--- config.mk ---
export PLATFORM = sky130hd
export DESIGN_NAME = demux_seq_8_flat
export DESIGN_NICKNAME = d
export VERILOG_FILES = /design/src/rtl/demux_seq_8_if.sv /design/src/rtl/demux_seq_8.sv /design/src/flat_wrapper.sv
export SDC_FILE = /design/constraint.sdc
export NUM_CORES = 1
export LEC_CHECK = 0
export ABC_AREA = 0
export CAP_MARGIN = 30
export CORE_MARGIN = 5
export CORE_UTILIZATION = 50
export DETAILED_ROUTE_END_ITERATION = 10
export DONT_BUFFER_PORTS = 1
export PLACE_DENSITY = 0.65
export SETUP_SLACK_MARGIN = 0.15
export SLEW_MARGIN = 5
export SYNTH_ARGS = -nofsm -noshare
export SYNTH_HDL_FRONTEND = slang
export SYNTH_SLANG_ARGS = --single-unit
--- constraint.sdc ---
create_clock -name clk -period 3.2 [get_ports clk]
set_input_delay 0.64 -clock clk [delete_from_list [all_inputs] [get_ports clk]]
set_output_delay 0.64 -clock clk [all_outputs]
set_load 0.01 [all_outputs]
--- src/rtl/demux_seq_8_if.sv ---
// demux_seq_8_if: control and select/data bundle between a sweep controller and demux_seq_8
interface demux_seq_8_if;
    logic start;
    logic stop;
    logic mode_cont;
    logic data_in;
    logic S1;
    logic S2;
    logic S3;
    logic I;
    logic busy;
    logic done;
    modport master (output start, stop, mode_cont, data_in, input S1, S2, S3, I, busy, done);
    modport slave (input start, stop, mode_cont, data_in, output S1, S2, S3, I, busy, done);
endinterface

--- src/rtl/demux_seq_8.sv ---
// demux_seq_8: sweeps the 1-to-8 demux select through channels 0..7 with a fixed dwell,
// gating data onto I only while a sweep runs
module demux_seq_8 #(
    parameter int DWELL = 100,
    parameter int CW = 7
) (
    input logic clk,
    input logic rst,
    demux_seq_8_if.slave bus
);
    typedef enum logic [1:0] {IDLE, RUN, DONE} state_t;
    localparam logic [CW-1:0] LAST = CW'(DWELL - 1);
    state_t state;
    logic [2:0] chan;
    logic [CW-1:0] cnt;
    assign {bus.S3, bus.S2, bus.S1} = chan;
    always_ff @(posedge clk) begin
        if (rst) begin
            state <= IDLE;
            chan <= '0;
            cnt <= '0;
            bus.I <= 1'b0;
            bus.busy <= 1'b0;
            bus.done <= 1'b0;
        end else begin
            case (state)
                IDLE: begin
                    bus.done <= 1'b0;
                    bus.I <= bus.start & bus.data_in;
                    bus.busy <= bus.start;
                    chan <= '0;
                    cnt <= '0;
                    if (bus.start) state <= RUN;
                end
                RUN: begin
                    if (bus.stop) begin
                        state <= IDLE;
                        chan <= '0;
                        cnt <= '0;
                        bus.I <= 1'b0;
                        bus.busy <= 1'b0;
                    end else if (cnt != LAST) begin
                        cnt <= cnt + 1'b1;
                        bus.I <= bus.data_in;
                    end else begin
                        cnt <= '0;
                        // channel 7 expiry ends a single sweep with select held at 7
                        if (chan == 3'd7 && !bus.mode_cont) begin
                            state <= DONE;
                            bus.I <= 1'b0;
                            bus.busy <= 1'b0;
                            bus.done <= 1'b1;
                        end else begin
                            chan <= chan + 3'd1;
                            bus.I <= bus.data_in;
                        end
                    end
                end
                default: begin
                    state <= IDLE;
                    chan <= '0;
                    cnt <= '0;
                    bus.I <= 1'b0;
                    bus.busy <= 1'b0;
                    bus.done <= 1'b0;
                end
            endcase
        end
    end
endmodule

--- src/flat_wrapper.sv ---
// flat-port wrapper written by rule: the top's interface ports become plain ports
module demux_seq_8_flat 
#(
    parameter int DWELL = 100,
    parameter int CW = 7
)
  (clk, rst, bus_start, bus_stop, bus_mode_cont, bus_data_in, bus_S1, bus_S2, bus_S3, bus_I, bus_busy, bus_done);
  demux_seq_8_if bus_i ();
  input logic clk;
  input logic rst;
  input wire logic [$bits(bus_i.start)-1:0] bus_start;
  input wire logic [$bits(bus_i.stop)-1:0] bus_stop;
  input wire logic [$bits(bus_i.mode_cont)-1:0] bus_mode_cont;
  input wire logic [$bits(bus_i.data_in)-1:0] bus_data_in;
  output wire logic [$bits(bus_i.S1)-1:0] bus_S1;
  output wire logic [$bits(bus_i.S2)-1:0] bus_S2;
  output wire logic [$bits(bus_i.S3)-1:0] bus_S3;
  output wire logic [$bits(bus_i.I)-1:0] bus_I;
  output wire logic [$bits(bus_i.busy)-1:0] bus_busy;
  output wire logic [$bits(bus_i.done)-1:0] bus_done;
  assign bus_i.start = bus_start;
  assign bus_i.stop = bus_stop;
  assign bus_i.mode_cont = bus_mode_cont;
  assign bus_i.data_in = bus_data_in;
  assign bus_S1 = bus_i.S1;
  assign bus_S2 = bus_i.S2;
  assign bus_S3 = bus_i.S3;
  assign bus_I = bus_i.I;
  assign bus_busy = bus_i.busy;
  assign bus_done = bus_i.done;
  demux_seq_8 #(.DWELL(DWELL), .CW(CW)) u_core (.clk(clk), .rst(rst), .bus(bus_i));
endmodule
==> results.cfg <==
[status]
status = finished, final reports clean

[place]
dp_hpwl_um = 882
io_buffers = 0
place_area_sq_um = 671
place_congestion = 0.732

[run]
cap_violations = 0

[final_layout]
fill_cells = 116
utilization_pct = 55.0
finalInstanceArea_sq_um = 698
antenna_cells = 0
seq_area_sq_um = 300
nNetsFinal = 81
drive_gt1_share_pct = 9.86
syn_to_final_growth_pct = 7.10
multi_input_area_sq_um = 344

[synthesis]
yosysUniqueCellTypes = 25
synth_warnings = 0
synthTopCellsByCount = dfxtp_1, nor2_1, a21oi_1
synthArstFlopShare_pct = 0
avgSynthCellArea_sq_um = 9.73
synth-edff-count = 0
synth-seq-cells = 15
synth_nets = 76
synth.area.top_cells = dfxtp_1, ha_1, nand4bb_4
syn_area_sq_um = 652
yosysMostFrequentCell = dfxtp_1
seq_area_frac_synth_pct = 46.1
synth_cells = 67
synthFlopType = dfxtp_1
synth_top_area_share_pct = 46.1
synth_top_area_cell = dfxtp_1

[drt]
drc = 0
drtAntennaViolNets = 0
first_iter_violations = 10
via_per_inst = 5.77
wl_per_cell_um = 13.4
num_vias = 496
wl_mm = 1.16
dr.pass1.iters = 4

[sta]
fmax_ghz = 0.600
setup_viol = 0
hold_violations = 0
setup_tns_ps = 0
rsz0062_at_grt = no
slew_viol_final = 0
tightest_slew_ps = 542
relSlewSlack_pct = 63.6
fin_crit_sh_pct = 52.1
finClkSkew_ps = 7.76
finalCriticalPeriod_ps = 1670

[die]
ios = 12
coreArea_sq_mm = 0.00127
chipWidth_um = 46.1
die_h_um = 46.1
start_util_pct = 51.4
die_area_sq_mm = 0.00213
rows = 13

[worst_hold_path]
min-delay-path-class = flop to flop

[grt]
antenna_found_initial = 0
track_usage_pct = 13.1
gr-total-overflow = 0
grt_pass1_wl_mm = 1.99
grt_max_degree = 10
grt_pass1_vias = 491

[clocking]
clkSlewWorstSetupHoldPaths_ps = 90
ctsLongestPathBuffers = 2
cts_repair_resize_count = 0
ctsHoldBuffers = 0
cts_setup_buffers = 0
cts_tree = built
cts.sink_count = 15
cts_made_buffers = 3
cts_root_buf = clkbuf_4
clock_latency_ps = 280
htree_levels = 1

[setup_path]
worstSetupPathType = flop to flop
ff2ff_setup_slack_ps = 1530
crit_arrival_ps = 1820
startpoint_type = flop
cp-endpoint = u_core.state[0]
critPathLaunch = u_core.chan[0]
crit_fanout = 5
r2r-start = u_core.chan[0]
end_kind = flop
worst_ep_required_time_ps = 3350
reg2reg_depth = 5
rr_endpoint = u_core.state[0]

[pwr]
p_per_area_mw_per_mm2 = 438
p_leak_nw = 0.229
ir_drop_uv = 277
-- metal layers --
metal	track usage (%)	part of all wire [%]	vias to the layer above
li1	-	-	254
met5	0	0	-
met2	20.3	45	12
met1	16.0	48	230
met4	6.82	0	0
met3	4.30	7.1	0
-- cells in the final DEF, fill, tap and decap left out --
| cell type | instances |
|---|---|
| dfxtp_1 | 15 |
| nor2_1 | 6 |
| a21oi_1 | 5 |
| nand2_1 | 4 |
| o21ai_0 | 4 |
| o31ai_1 | 3 |
| nand3_1 | 3 |
| ha_1 | 3 |
| clkbuf_4 | 3 |
| inv_1 | 2 |
| nand3b_1 | 2 |
| nand2b_1 | 2 |
| nor2b_1 | 2 |
| nand4_1 | 2 |
| or3_1 | 2 |
| xor2_1 | 2 |
| nand4bb_4 | 1 |
| nor3_1 | 1 |
| nor4b_2 | 1 |
| o22ai_1 | 1 |
| and4bb_2 | 1 |
| and2_1 | 1 |
| or4_1 | 1 |
| a32o_1 | 1 |
| o21ai_1 | 1 |
| xnor2_1 | 1 |
| clkinv_2 | 1 |
-- through the flow --
stage	total power, W	worst slack, ps	hold WS (ps)	instances
finish	0.000306	1530	456	86
global route	0.000322	1380	477	86
CTS	0.000309	1570	454	86
detailed placement	0.000204	1550	441	82
global placement	0.000204	1560	433	82
floorplan	0.000202	1690	418	67
-- power by group --
| part | internal (W) | switching (W) |
|---|---|---|
| clock | 0.0000463 | 0.0000597 |
| sequential | 0.000190 | 0.00000280 |
| combinational | 0.00000303 | 0.00000416 |
-- registers in the layout (all words and copies together), names as in the netlist --
name / flops
u_core.bus.done: 1
u_core.bus.I: 1
u_core.cnt: 7
u_core.chan: 3
u_core.state: 2
u_core.bus.busy: 1
-- cell type report --
cell class | count | area share (%)
Tap cell | 15 | 2.69
Clock inverter | 1 | 0.717
Sequential cell | 15 | 43.0
Inverter | 2 | 1.08
Multi-Input combinational cell | 50 | 49.3
Clock buffer | 3 | 3.23
-- critical path, stage by stage (launching register included) --
cell      delay, ps
dfxtp_1         430
ha_1            190
ha_1            150
nand2b_1        100
nor3_1          480
o21ai_0         190
-- how the worst min path moves through the flow --
stage,endpoint,cells past startpoint,slack [ps],startpoint
3_3_place_gp,u_core.cnt[0],1,430,u_core.cnt[0]
2_1_floorplan,u_core.cnt[0],1,420,u_core.cnt[0]
4_1_cts,u_core.cnt[0],1,450,u_core.cnt[0]
6_report,u_core.cnt[0],1,460,u_core.cnt[0]
3_5_place_dp,u_core.cnt[0],1,440,u_core.cnt[0]
5_1_grt,u_core.cnt[0],1,480,u_core.cnt[0]
-- logic make-up (layout without fill, tap and decap cells) --
group	count (synthesis)	count (layout)	share of synthesized area, %
and+or+nand+nor	29	29	29.4
AOI/OAI and AO/OA	15	15	13.6
DFF	15	15	46.1
adders and majority gates	3	3	5.76
xor gates and xnor gates	3	3	4.03
buffers and inverters	2	6	1.15
(Power assumes the default switching activity.)
